### src/rtl/writeback_scheduler_if.sv
// Bundle for the writeback scheduler: pipeline and long-latency result streams in, register-bank write port out.
// Define WB_BYPASS_EN to add the read-bypass signals (source regs, bank read data, forwarded data).
interface writeback_scheduler_if #(
    parameter int WORD_LEN     = 32,
    parameter int REG_ADDR_LEN = 5,
    parameter int FIFO_DEPTH   = 4
);
    localparam int CNT_W = $clog2(FIFO_DEPTH + 1);

    logic                    pipeValid;
    logic [REG_ADDR_LEN-1:0] pipeDest;
    logic [WORD_LEN-1:0]     pipeData;
    logic                    llValid;
    logic                    llReady;
    logic [REG_ADDR_LEN-1:0] llDest;
    logic [WORD_LEN-1:0]     llData;
    logic                    writeEnable;
    logic [REG_ADDR_LEN-1:0] destinationReg;
    logic [WORD_LEN-1:0]     dataIn;
    logic [CNT_W-1:0]        llCount;
    logic                    llPending;
`ifdef WB_BYPASS_EN
    logic [REG_ADDR_LEN-1:0] sourceReg1;
    logic [REG_ADDR_LEN-1:0] sourceReg2;
    logic [WORD_LEN-1:0]     bankData1;
    logic [WORD_LEN-1:0]     bankData2;
    logic [WORD_LEN-1:0]     data1Out;
    logic [WORD_LEN-1:0]     data2Out;

    modport master (
        output pipeValid, pipeDest, pipeData, llValid, llDest, llData,
               sourceReg1, sourceReg2, bankData1, bankData2,
        input  llReady, writeEnable, destinationReg, dataIn, llCount, llPending,
               data1Out, data2Out
    );
    modport slave (
        input  pipeValid, pipeDest, pipeData, llValid, llDest, llData,
               sourceReg1, sourceReg2, bankData1, bankData2,
        output llReady, writeEnable, destinationReg, dataIn, llCount, llPending,
               data1Out, data2Out
    );
`else
    modport master (
        output pipeValid, pipeDest, pipeData, llValid, llDest, llData,
        input  llReady, writeEnable, destinationReg, dataIn, llCount, llPending
    );
    modport slave (
        input  pipeValid, pipeDest, pipeData, llValid, llDest, llData,
        output llReady, writeEnable, destinationReg, dataIn, llCount, llPending
    );
`endif
endinterface

### src/rtl/writeback_scheduler.sv
// Merges pipeline results and FIFO-buffered long-latency results onto the single register-bank write port.
// Optional WB_BYPASS_EN forwards the write currently on the port to the two read ports.
module writeback_scheduler #(
    parameter int WORD_LEN     = 32,
    parameter int REG_ADDR_LEN = 5,
    parameter int FIFO_DEPTH   = 4
) (
    input  logic                  i_clk,
    input  logic                  i_reset,
    writeback_scheduler_if.slave  io_wb
);
    localparam int CNT_W = $clog2(FIFO_DEPTH + 1);
    localparam int PTR_W = $clog2(FIFO_DEPTH);

    logic [REG_ADDR_LEN-1:0] r_fifoDest [FIFO_DEPTH];
    logic [WORD_LEN-1:0]     r_fifoData [FIFO_DEPTH];
    logic [PTR_W-1:0]        r_head;
    logic [PTR_W-1:0]        r_tail;
    logic [CNT_W-1:0]        r_count;
    logic                    r_writeEnable;
    logic [REG_ADDR_LEN-1:0] r_destReg;
    logic [WORD_LEN-1:0]     r_dataIn;

    logic w_llReady;
    logic w_llAccept;
    logic w_pipeIssue;
    logic w_fifoEmpty;
    logic w_pop;
    logic w_cutThrough;
    logic w_push;

    // Ready uses only the registered count, so a full FIFO never takes a new entry in the cycle it pops.
    assign w_llReady    = (r_count < CNT_W'(FIFO_DEPTH));
    assign w_llAccept   = io_wb.llValid && w_llReady;
    assign w_pipeIssue  = io_wb.pipeValid && (io_wb.pipeDest != '0);
    assign w_fifoEmpty  = (r_count == '0);
    assign w_pop        = !w_pipeIssue && !w_fifoEmpty;
    assign w_cutThrough = !w_pipeIssue && w_fifoEmpty && w_llAccept && (io_wb.llDest != '0);
    assign w_push       = w_llAccept && (io_wb.llDest != '0) && !w_cutThrough;

    always_ff @(posedge i_clk) begin
        if (i_reset) begin
            r_head        <= '0;
            r_tail        <= '0;
            r_count       <= '0;
            r_writeEnable <= 1'b0;
            r_destReg     <= '0;
            r_dataIn      <= '0;
        end else begin
            if (w_pipeIssue) begin
                r_writeEnable <= 1'b1;
                r_destReg     <= io_wb.pipeDest;
                r_dataIn      <= io_wb.pipeData;
            end else if (w_pop) begin
                r_writeEnable <= 1'b1;
                r_destReg     <= r_fifoDest[r_head];
                r_dataIn      <= r_fifoData[r_head];
            end else if (w_cutThrough) begin
                r_writeEnable <= 1'b1;
                r_destReg     <= io_wb.llDest;
                r_dataIn      <= io_wb.llData;
            end else begin
                r_writeEnable <= 1'b0;
            end
            if (w_pop) begin
                r_head <= r_head + PTR_W'(1);
            end
            if (w_push) begin
                r_tail <= r_tail + PTR_W'(1);
            end
            r_count <= r_count + CNT_W'(w_push) - CNT_W'(w_pop);
        end
    end

    // Storage needs no reset: only slots between head and tail are ever read.
    always_ff @(posedge i_clk) begin
        if (!i_reset && w_push) begin
            r_fifoDest[r_tail] <= io_wb.llDest;
            r_fifoData[r_tail] <= io_wb.llData;
        end
    end

    assign io_wb.llReady        = w_llReady;
    assign io_wb.writeEnable    = r_writeEnable;
    assign io_wb.destinationReg = r_destReg;
    assign io_wb.dataIn         = r_dataIn;
    assign io_wb.llCount        = r_count;
    assign io_wb.llPending      = !w_fifoEmpty;

`ifdef WB_BYPASS_EN
    assign io_wb.data1Out = (r_writeEnable && (r_destReg == io_wb.sourceReg1) && (io_wb.sourceReg1 != '0))
                            ? r_dataIn : io_wb.bankData1;
    assign io_wb.data2Out = (r_writeEnable && (r_destReg == io_wb.sourceReg2) && (io_wb.sourceReg2 != '0))
                            ? r_dataIn : io_wb.bankData2;
`endif
endmodule

### src/flat_wrapper.sv
// flat-port wrapper written by rule: the top's interface ports become plain ports
module writeback_scheduler_flat 
#(
    parameter int WORD_LEN     = 32,
    parameter int REG_ADDR_LEN = 5,
    parameter int FIFO_DEPTH   = 4
)
  (i_clk, i_reset, io_wb_pipeValid, io_wb_pipeDest, io_wb_pipeData, io_wb_llValid, io_wb_llDest, io_wb_llData, io_wb_llReady, io_wb_writeEnable, io_wb_destinationReg, io_wb_dataIn, io_wb_llCount, io_wb_llPending);
  writeback_scheduler_if #(.WORD_LEN(WORD_LEN), .REG_ADDR_LEN(REG_ADDR_LEN), .FIFO_DEPTH(FIFO_DEPTH)) io_wb_i ();
  input  logic i_clk;
  input  logic i_reset;
  input wire logic [$bits(io_wb_i.pipeValid)-1:0] io_wb_pipeValid;
  input wire logic [$bits(io_wb_i.pipeDest)-1:0] io_wb_pipeDest;
  input wire logic [$bits(io_wb_i.pipeData)-1:0] io_wb_pipeData;
  input wire logic [$bits(io_wb_i.llValid)-1:0] io_wb_llValid;
  input wire logic [$bits(io_wb_i.llDest)-1:0] io_wb_llDest;
  input wire logic [$bits(io_wb_i.llData)-1:0] io_wb_llData;
  output wire logic [$bits(io_wb_i.llReady)-1:0] io_wb_llReady;
  output wire logic [$bits(io_wb_i.writeEnable)-1:0] io_wb_writeEnable;
  output wire logic [$bits(io_wb_i.destinationReg)-1:0] io_wb_destinationReg;
  output wire logic [$bits(io_wb_i.dataIn)-1:0] io_wb_dataIn;
  output wire logic [$bits(io_wb_i.llCount)-1:0] io_wb_llCount;
  output wire logic [$bits(io_wb_i.llPending)-1:0] io_wb_llPending;
  assign io_wb_i.pipeValid = io_wb_pipeValid;
  assign io_wb_i.pipeDest = io_wb_pipeDest;
  assign io_wb_i.pipeData = io_wb_pipeData;
  assign io_wb_i.llValid = io_wb_llValid;
  assign io_wb_i.llDest = io_wb_llDest;
  assign io_wb_i.llData = io_wb_llData;
  assign io_wb_llReady = io_wb_i.llReady;
  assign io_wb_writeEnable = io_wb_i.writeEnable;
  assign io_wb_destinationReg = io_wb_i.destinationReg;
  assign io_wb_dataIn = io_wb_i.dataIn;
  assign io_wb_llCount = io_wb_i.llCount;
  assign io_wb_llPending = io_wb_i.llPending;
  writeback_scheduler #(.WORD_LEN(WORD_LEN), .REG_ADDR_LEN(REG_ADDR_LEN), .FIFO_DEPTH(FIFO_DEPTH)) u_core (.i_clk(i_clk), .i_reset(i_reset), .io_wb(io_wb_i));
endmodule
### config.mk
export PLATFORM = sky130hd
export DESIGN_NAME = writeback_scheduler_flat
export DESIGN_NICKNAME = d
export VERILOG_FILES = /design/src/rtl/writeback_scheduler_if.sv /design/src/rtl/writeback_scheduler.sv /design/src/flat_wrapper.sv
export SDC_FILE = /design/constraint.sdc
export NUM_CORES = 1
export LEC_CHECK = 0
export BUFFER_PORTS_ARGS = -buffer_cell sky130_fd_sc_hd__buf_2
export CAP_MARGIN = 40
export CORE_UTILIZATION = 55
export DETAILED_ROUTE_END_ITERATION = 10
export PLACE_DENSITY = 0.83
export SLEW_MARGIN = 20
export SYNTH_ARGS = -nofsm -noshare
export SYNTH_HDL_FRONTEND = slang
export SYNTH_SLANG_ARGS = --single-unit
### constraint.sdc
create_clock -name i_clk -period 6.05 [get_ports i_clk]
set_clock_uncertainty 0.1 [all_clocks]
set_input_delay 1.21 -clock i_clk [delete_from_list [all_inputs] [get_ports i_clk]]
set_output_delay 1.21 -clock i_clk [all_outputs]
set_load 0.02 [all_outputs]
==> flow_metrics.env, run 1 <==
export IMPL_drtIter0Drc=436
export IMPL_synth_edf_count=148
export IMPL_wire_per_inst_um=21.93
export IMPL_utilization_pct=67.85
export IMPL_drt_total_wl_mm=18.01
export IMPL_gr_total_overflow=0
export IMPL_drv_cap=0
export IMPL_fillers=930
export IMPL_cts_buffers=17
export IMPL_swShare_pct=30.22
export IMPL_yosysWarnings=0
export IMPL_clk_latency_ns=0.43
export IMPL_cts_hold_buf=0
export IMPL_r2r_start="u_core.io_wb.llCount[2]"
export IMPL_p_switching_w=0.001212
export IMPL_cp_startpoint="io_wb_pipeDest[4]"
export IMPL_cts_tree="yes"
export IMPL_drc=0
export IMPL_vias_per_cell=6.067
export IMPL_hp_start="u_core.io_wb.dataIn[31]"
export IMPL_grt_pass1_vias=5282
export IMPL_setup_tns_ns=0
export IMPL_clk_pin_slew_ns=0.06
export IMPL_fin_area_um2=9455
export IMPL_drive_above_1_share_pct=33.85
export IMPL_routed_via_count=4981
export IMPL_clockPowerShare_pct=31.6
export IMPL_port_buffer_count=120
export IMPL_grt_pass1_wl_mm=27.79
export IMPL_max_clock_freq_ghz=0.2954
export IMPL_clock_sinks=195
export IMPL_die_w_um=121.7
export IMPL_fin_hold_ws_ns=0.3608
export IMPL_cts_resized=0
export IMPL_post_cts_buffers=0
export IMPL_crit_arrival_ns=3.58
export IMPL_finalSetupViolCount=0
export IMPL_syn_cell_area_um2=7880
export IMPL_reg2reg_slack_ns=3.15
export IMPL_hold_viol_final=0
export IMPL_syn_num_nets=591
export IMPL_seq_area_um2=5388
export IMPL_seqPwrFrac_pct=42.1
export IMPL_p_per_area_nw_per_um2=424.1
export IMPL_fin_nets=713
export IMPL_final_cell_mix="edfxtp_1 (148), buf_2 (120), nand2_1 (74), dfxtp_1 (45)"
export IMPL_synthCells=506
export IMPL_place_congestion=0.7752
export IMPL_rr_endpoint="u_core.io_wb.llCount[2]"
export IMPL_post_route_period_util_pct=55.95
export IMPL_layout_commonest_cell="edfxtp_1"
export IMPL_required_ns=6.25
export IMPL_maxSlewHeadroom_pct=44.69
export IMPL_combinationalPowerShare_pct=26.3
export IMPL_die_area_um2=14810
export IMPL_antennaDiodeCount=0
export IMPL_hold_path_class="reg -> reg"
export IMPL_end_kind="register"
export IMPL_p_leak_nw=3.463
export IMPL_syn2layout_area_growth_pct=19.99
export IMPL_grt_setup_unrepaired="false"
export IMPL_tightest_slew_ns=0.8284
export IMPL_critPathMaxFanout=4
export IMPL_slew_viol_final=0
export IMPL_hold_end="u_core.io_wb.dataIn[31]"
export IMPL_boundaryPins=121
export IMPL_synthDistinctLibCells=38
export IMPL_cts_root_buf="clkbuf_16"
export IMPL_start_util_pct=56.55
export IMPL_ir_drop_mv=0.2286
export IMPL_netlist_area_leader_share_pct=56.40
export IMPL_worstSetupStartpointType="primary input"
export IMPL_grt_max_degree=41
export IMPL_synth_area_per_cell_um2=15.57
export IMPL_placedInstanceArea_um2=8758
export IMPL_grt_use_total_pct=25.83
export IMPL_dp_hpwl_mm=11.18
export IMPL_p_int_w=0.002798
export IMPL_critical_path_class="in -> reg"
export IMPL_reg2regPathDepth=11
export IMPL_placementRows=43
export IMPL_cts_buffer_depth=2
export IMPL_min_path_cells=1
export IMPL_period_needed_ns=3.385
export IMPL_synth_seq_area_share_pct=68.34
export IMPL_first_pass_iters=7
export IMPL_grt_antenna_before_repair=0
export IMPL_post_place_ws_ns=2.262
export IMPL_status="completed"
export IMPL_setup_ws_ns=2.665
export IMPL_synthArstFlopShare_pct=0
export IMPL_core_um2=13930
export IMPL_h_tree_depth=4
export IMPL_multi_input_area_um2=2346
export IMPL_drtAntennaViolNets=0
export IMPL_synth_flop_cell="edfxtp_1"
export IMPL_synth_top_cell_by_area="edfxtp_1"
export IMPL_ys_seq_elements=195
export IMPL_synth_area_top_cells="edfxtp_1 (56%), dfxtp_1 (12%), mux4_2 (11%), a32o_1 (4.3%), nand2_1 (3.5%)"
export IMPL_fp_dieH_um=121.7
-- layout make-up --
class | count | area share [%]
Timing Repair Buffer | 135 | 8.218
Sequential cell | 195 | 56.98
Clock buffer | 26 | 5.836
Multi-Input combinational cell | 270 | 24.81
Inverter | 9 | 0.3573
Tap cell | 180 | 2.382
Clock inverter | 6 | 1.416
-- worst max path at each step --
stage,depth (start not counted),slack [ns],end
floorplan,5,0.61,u_core.r_fifoData[3][0]
global placement,12,2.37,u_core.io_wb.llCount[2]
detailed placement,12,2.26,u_core.io_wb.llCount[2]
CTS,12,2.71,u_core.io_wb.llCount[2]
global route,12,2.58,u_core.io_wb.llCount[2]
finish,12,2.67,u_core.io_wb.llCount[2]
-- registers in the layout, indices dropped and copies added (netlist names), named ones only --
register and flops:
u_core.r_fifoData 128, u_core.io_wb.dataIn 32, u_core.r_fifoDest 20, u_core.io_wb.destinationReg 5, u_core.io_wb.llCount 3, u_core.r_head 2
u_core.r_tail 2, u_core.io_wb.writeEnable 1
-- stage by stage --
stage                     cells  power, W
after global placement      785  0.002696
after CTS                   820  0.004015
after floorplan             506  0.002410
after global routing        821  0.004170
after detailed placement    788  0.002764
final                       821  0.004010
-- cells by family after synthesis --
family / after synthesis / synth area share [%]
flip-flops: 195 / 68.34
AND/OR/NAND/NOR: 166 / 10.78
AO/OA/AOI/OAI: 58 / 6.526
buffers and inverters: 41 / 2.350
multiplexers: 37 / 10.57
adder cells (fa/ha/maj): 7 / 1.207
XOR/XNOR: 2 / 0.2223
-- power by group through the flow --
| stage | registers [W] | logic [W] | clock network, W |
|---|---|---|---|
| 5_1_grt | 0.00170 | 0.00114 | 0.00132 |
| 3_3_place_gp | 0.00171 | 0.000987 | 0 |
| 6_report | 0.00169 | 0.00106 | 0.00127 |
| 3_5_place_dp | 0.00171 | 0.00105 | 0 |
| 2_1_floorplan | 0.00176 | 0.000648 | 0 |
| 4_1_cts | 0.00169 | 0.00105 | 0.00127 |
-- cell usage after synthesis, types with 4 or more instances --
| cell type | n |
|---|---|
| a21oi_1 | 6 |
| a32o_1 | 34 |
| buf_2 | 12 |
| buf_4 | 4 |
| clkbuf_1 | 13 |
| dfxtp_1 | 47 |
| edfxtp_1 | 148 |
| ha_1 | 6 |
| inv_1 | 8 |
| mux4_2 | 37 |
| nand2_1 | 74 |
| nand2b_1 | 7 |
| nand3_1 | 37 |
| nor2_1 | 4 |
| nor3b_1 | 4 |
| o21ai_0 | 5 |
| or2b_1 | 28 |
-- critical path, cell delays in order --
cell     delay [ns]
buf_2          0.12
or4_4          0.57
o21a_1         0.22
nor2_1         0.17
ha_1           0.27
inv_1          0.06
ha_1           0.13
inv_1          0.04
fa_1           0.37
xnor2_1        0.20
xnor2_1        0.15
nor2_1         0.08
-- routing by layer --
metal	wire length, um	vias up	track usage [%]	share of wire (%)
met5	0	-	0	0
met3	1252	44	5.290	7.0
met1	6682	2481	30.19	37
li1	-	2201	-	-
met2	9588	255	44.85	53
met4	484	0	13.81	2.7
Power figures use the tool's default switching activity.
==> inputs of run 2 (changes only) <==
--- a/config.mk
+++ b/config.mk
@@ -7,9 +7,9 @@
 export LEC_CHECK = 0
 export BUFFER_PORTS_ARGS = -buffer_cell sky130_fd_sc_hd__buf_2
 export CAP_MARGIN = 40
-export CORE_UTILIZATION = 55
+export CORE_UTILIZATION = 51
 export DETAILED_ROUTE_END_ITERATION = 10
-export PLACE_DENSITY = 0.83
+export PLACE_DENSITY = 0.81
 export SLEW_MARGIN = 20
 export SYNTH_ARGS = -nofsm -noshare
 export SYNTH_HDL_FRONTEND = slang
==> constraint.sdc (replaced) <==
create_clock -name i_clk -period 3.01 [get_ports i_clk]
set_clock_uncertainty 0.1 [all_clocks]
set_input_delay 0.602 -clock i_clk [delete_from_list [all_inputs] [get_ports i_clk]]
set_output_delay 0.602 -clock i_clk [all_outputs]
set_load 0.02 [all_outputs]
==> run 2 against run 1 <==
Non-clock buffer count grew 9. Design area grew 0.34%. Worst hold slack lost 0.054 ns. Sequential share of layout area shrank 0.20 points. Highest routed layer unchanged.
==> flow_metrics.env, run 2 (synthesized netlist as in run 1, its figures left out) <==
export IMPL_cts_hold_buf=0
export IMPL_routed_via_count=5090
export IMPL_met2WireLength_mm=9.818
export IMPL_drv_cap=0
export IMPL_tightest_slew_ns=0.8273
export IMPL_status="completed"
export IMPL_core_um2=15150
export IMPL_vias_per_cell=6.067
export IMPL_ir_drop_mv=0.5672
export IMPL_maxUsedRoutingLayer="met4"
export IMPL_fin_nets=722
export IMPL_p_leak_nw=3.473
export IMPL_placementRows=45
export IMPL_die_area_um2=15950
export IMPL_crit_arrival_ns=2.81
export IMPL_r2r_start="u_core.io_wb.llCount[2]"
export IMPL_clock_sinks=195
export IMPL_period_needed_ns=2.612
export IMPL_reg2regPathDepth=5
export IMPL_swShare_pct=31.42
export IMPL_port_buffer_count=120
export IMPL_syn2layout_area_growth_pct=20.40
export IMPL_max_clock_freq_ghz=0.3829
export IMPL_post_route_period_util_pct=86.76
export IMPL_fillers=1035
export IMPL_final_cell_mix="edfxtp_1 (148), buf_2 (120), nand2_1 (74), dfxtp_1 (45)"
export IMPL_required_ns=3.21
export IMPL_drt_total_wl_mm=18.58
export IMPL_largest_reg_flops=128
export IMPL_combinationalPowerShare_pct=28.7
export IMPL_drive_above_1_share_pct=34.46
export IMPL_cts_buffer_depth=2
export IMPL_start_util_pct=52.03
export IMPL_end_kind="register"
export IMPL_cp_slowest_cell="or4_4"
export IMPL_boundaryPins=121
export IMPL_drtIter0Drc=607
export IMPL_wl_met3_mm=1.151
export IMPL_layout_commonest_cell="edfxtp_1"
export IMPL_clockPowerShare_pct=28.6
export IMPL_reg2reg_slack_ns=0.46
export IMPL_wire_per_inst_um=22.15
export IMPL_first_pass_iters=5
export IMPL_multi_input_area_um2=2375
export IMPL_cts_tree="yes"
export IMPL_rr_endpoint="u_core.r_fifoData[2][0]"
export IMPL_finalSetupViolCount=0
export IMPL_p_int_w=0.005379
export IMPL_fin_area_um2=9488
export IMPL_seq_area_um2=5388
export IMPL_maxSlewHeadroom_pct=44.79
export IMPL_placedInstanceArea_um2=8907
export IMPL_die_w_um=126.3
export IMPL_grt_pass1_wl_mm=28.78
export IMPL_place_congestion=0.8159
export IMPL_dp_hpwl_mm=11.60
export IMPL_critical_path_class="in -> reg"
export IMPL_grt_max_degree=40
export IMPL_crit_end="u_core.io_wb.llCount[2]"
export IMPL_hold_viol_final=0
export IMPL_post_place_ws_ns=-0.03763
export IMPL_regMostFlops="u_core.r_fifoData"
export IMPL_grt_antenna_before_repair=1
export IMPL_worstSetupStartpointType="primary input"
export IMPL_h_tree_depth=4
export IMPL_setup_tns_ns=0
export IMPL_drc=0
export IMPL_gr_total_overflow=0
export IMPL_p_per_area_nw_per_um2=826.6
export IMPL_slew_viol_final=0
export IMPL_cp_startpoint="io_wb_pipeDest[4]"
export IMPL_clk_pin_slew_ns=0.07
export IMPL_fin_hold_ws_ns=0.3072
export IMPL_seqPwrFrac_pct=42.7
export IMPL_critPathMaxFanout=2
export IMPL_grt_use_total_pct=24.45
export IMPL_p_switching_w=0.002464
export IMPL_setup_ws_ns=0.3984
export IMPL_fp_dieH_um=126.3
export IMPL_cts_root_buf="clkbuf_16"
export IMPL_grt_pass1_vias=5337
export IMPL_crit_chain="buf_2 > or4_4 > o21a_1 > nor2_1 > ha_1 > inv_1 > ha_1 > inv_1 > fa_1 > xnor2_1 > xnor2_1 > nor2_1"
export IMPL_drtAntennaViolNets=0
export IMPL_cts_buffers=17
export IMPL_m1WireLength_mm=7.143
export IMPL_slowest_delay_ns=0.55
export IMPL_post_cts_buffers=0
export IMPL_cts_resized=0
export IMPL_hold_path_class="in -> reg"
export IMPL_grt_setup_unrepaired="false"
export IMPL_clk_latency_ns=0.43
==> run 2: cell types whose count changed in the layout (fill, tap and decap cells not counted), moves of 3 or more <==
| cell | previous run | this run |
|---|---|---|
| buf_12 | 0 | 6 |
| buf_4 | 11 | 17 |
| clkbuf_8 | 5 | 0 |
| nor3b_2 | 4 | 0 |
| nor3b_4 | 0 | 4 |
| clkinv_2 | 1 | 4 |
==> run 2: per-layer routing <==
layer  track usage, %  vias to the layer above
met1            30.25                     2597
met2            41.31                      239
met4            10.99                        0
met5                0                        -
met3            5.609                       36
li1                 -                     2218
==> run 2: cell type report <==
class | instances | share of cell area [%]
flip-flops and latches | 195 | 56.78
multi-input cells | 270 | 25.03
repair buffers | 144 | 9.231
clock buffers | 21 | 4.642
well taps | 188 | 2.479
clock inverters | 11 | 1.451
inverters | 9 | 0.3561
diodes | 1 | 0.02637
==> run 2: critical path: cells and delay by family <==
family | cells | cell delay (ns)
compound gates | 1 | 0.20
xor+xnor | 2 | 0.32
fa+ha+maj | 3 | 0.74
buf+inv | 3 | 0.22
simple gates | 3 | 0.73
==> run 2: through the flow <==
stage	power (W)	util, %	cells
after global routing	0.008154	62.63	838
after CTS	0.007869	62.63	838
after floorplan	0.004861	-	506
after detailed placement	0.005627	58.81	806
final	0.007843	62.64	839
after global placement	0.005531	58.63	805
==> run 2: how the worst min path moves through the flow <==
stage,cells after the start,slack (ns),startpoint,end
final,1,0.31,io_wb_llData[1],u_core.r_fifoData[3][1]
after global routing,1,0.30,io_wb_llData[19],u_core.r_fifoData[0][19]
after CTS,1,0.30,io_wb_llData[19],u_core.r_fifoData[1][19]
after detailed placement,1,0.35,u_core.io_wb.dataIn[27],u_core.io_wb.dataIn[27]
after global placement,1,0.34,u_core.io_wb.dataIn[3],u_core.io_wb.dataIn[3]
after floorplan,2,0.38,u_core.r_tail[0],u_core.r_tail[0]
==> run 2: power by group through the flow <==
stage | Clock (W) | Combinational (W) | Sequential [W]
CTS | 0.00226 | 0.00226 | 0.00335
detailed placement | 0 | 0.00222 | 0.00340
floorplan | 0 | 0.00133 | 0.00353
global placement | 0 | 0.00215 | 0.00338
global route | 0.00235 | 0.00242 | 0.00338
finish | 0.00224 | 0.00225 | 0.00335
==> inputs of run 3 (changes only) <==
--- a/config.mk
+++ b/config.mk
@@ -9,7 +9,7 @@
 export CAP_MARGIN = 40
 export CORE_UTILIZATION = 51
 export DETAILED_ROUTE_END_ITERATION = 10
-export PLACE_DENSITY = 0.81
+export PLACE_DENSITY_LB_ADDON = 0.3
 export SLEW_MARGIN = 20
 export SYNTH_ARGS = -nofsm -noshare
 export SYNTH_HDL_FRONTEND = slang
==> run 3 against run 2 <==
Core utilization up 0.52 points. First-iteration DRC count down 38%. Critical path depth unchanged. Worst hold slack worse by 0.0045 ns. Highest routed layer unchanged.
==> flow_metrics.env, run 3 (synthesized netlist as in run 1, its figures left out) <==
export IMPL_post_cts_buffers=0
export IMPL_largest_reg_flops=128
export IMPL_dp_cells=814
export IMPL_slew_viol_final=0
export IMPL_grt_pass1_vias=4985
export IMPL_status="completed"
export IMPL_crit_chain="buf_2 > or4_4 > o21a_1 > nor2_1 > ha_1 > inv_1 > ha_1 > inv_1 > fa_1 > xnor2_1 > xnor2_1 > nor2_1"
export IMPL_cts_root_buf="clkbuf_16"
export IMPL_grt_setup_unrepaired="false"
export IMPL_max_clock_freq_ghz=0.3792
export IMPL_core_um2=15150
export IMPL_grt_pass1_wl_mm=27.66
export IMPL_syn2layout_area_growth_pct=21.40
export IMPL_seq_area_um2=5388
export IMPL_fin_total_pwr_w=0.007828
export IMPL_cts_resized=0
export IMPL_fin_hold_ws_ns=0.3027
export IMPL_post_place_ws_ns=-0.07048
export IMPL_hold_viol_final=0
export IMPL_p_per_area_nw_per_um2=818.2
export IMPL_grt_antenna_before_repair=0
export IMPL_drtAntennaViolNets=0
export IMPL_cts_hold_buf=0
export IMPL_required_ns=3.21
export IMPL_grt_use_total_pct=23.50
export IMPL_cts_buffer_depth=2
export IMPL_crit_buf_inv=3
export IMPL_worstSetupStartpointType="primary input"
export IMPL_drv_cap=0
export IMPL_h_tree_depth=4
export IMPL_gr_total_overflow=0
export IMPL_clock_sinks=195
export IMPL_clk_pin_slew_ns=0.07
export IMPL_placementRows=45
export IMPL_drc=0
export IMPL_fin_nets=730
export IMPL_multi_input_area_um2=2375
export IMPL_maxSlewHeadroom_pct=56.07
export IMPL_antennaDiodeCount=0
export IMPL_drive_above_1_share_pct=35.71
export IMPL_die_w_um=126.3
export IMPL_layout_commonest_cell="edfxtp_1"
export IMPL_post_route_period_util_pct=87.60
export IMPL_cts_buffers=17
export IMPL_period_needed_ns=2.637
export IMPL_setup_ws_ns=0.3731
export IMPL_ir_drop_mv=0.4989
export IMPL_crit_family="adder cells"
export IMPL_routed_via_count=4841
export IMPL_crit_arrival_ns=2.84
export IMPL_start_util_pct=52.03
export IMPL_critPathMaxFanout=2
export IMPL_post_layout_nonfiller_instances=846
export IMPL_die_area_um2=15950
export IMPL_end_kind="register"
export IMPL_regMostFlops="u_core.r_fifoData"
export IMPL_vias_per_cell=5.722
export IMPL_boundaryPins=121
export IMPL_fillers=1080
export IMPL_port_buffer_count=120
export IMPL_wire_per_inst_um=20.74
export IMPL_p_leak_nw=3.509
export IMPL_place_congestion=0.8507
export IMPL_placedInstanceArea_um2=8965
export IMPL_dp_hpwl_mm=11.45
export IMPL_first_pass_iters=5
export IMPL_fp_dieH_um=126.3
export IMPL_cp_slowest_cell="or4_4"
export IMPL_final_cell_mix="edfxtp_1 (148), buf_2 (120), nand2_1 (74), dfxtp_1 (45)"
export IMPL_grt_max_degree=40
export IMPL_clk_latency_ns=0.43
export IMPL_tightest_slew_ns=0.6529
export IMPL_hold_path_class="in -> reg"
export IMPL_finalSetupViolCount=0
export IMPL_drtIter0Drc=377
export IMPL_drt_total_wl_mm=17.54
export IMPL_slowest_delay_ns=0.54
export IMPL_fin_area_um2=9567
export IMPL_critical_path_class="in -> reg"
export IMPL_cts_tree="yes"
run 3: through the flow:
stage          TNS [ns]  utilization (%)
5_1_grt               0            63.16
4_1_cts               0            63.16
3_3_place_gp   -0.01875            58.79
2_1_floorplan         0                -
6_report              0            63.16
3_5_place_dp   -0.07048            59.19
run 3: final timing paths:
check	start	slack, ns	cells past startpoint	to
setup / recovery	io_wb_pipeDest[4]	0.37	12	u_core.io_wb.llCount[2]
hold / removal	io_wb_llData[5]	0.30	1	u_core.r_fifoData[1][5]
setup reg to reg	u_core.io_wb.llCount[1]	0.69	11	u_core.io_wb.llCount[2]
hold reg to reg	u_core.io_wb.dataIn[31]	0.36	1	u_core.io_wb.dataIn[31]
run 3: area by class of cell:
class | count | share of cell area (%)
multi-input combinational | 270 | 24.82
inverter | 9 | 0.3531
clock inverter | 14 | 1.700
tap | 188 | 2.459
sequential | 195 | 56.32
clock buffer | 18 | 4.591
timing repair buffer | 152 | 9.757
run 3: report_power, final:
group	leakage [nW]	internal [W]	total, W	switching (W)
logic	1.50	0.000894	0.00221	0.00132
registers	1.73	0.00317	0.00333	0.000156
clock network	0.279	0.00132	0.00228	0.000962
total	3.51	0.00539	0.00783	0.00244
run 3: metal layers:
metal	vias to the layer above	part of all wire, %	wire, um	GRT usage, %
li1	2237	-	-	-
met5	-	0	0	0
met4	0	1.9	339	8.930
met1	2454	41	7236	29.63
met2	127	52	9141	40.43
met3	23	4.7	826	4.639
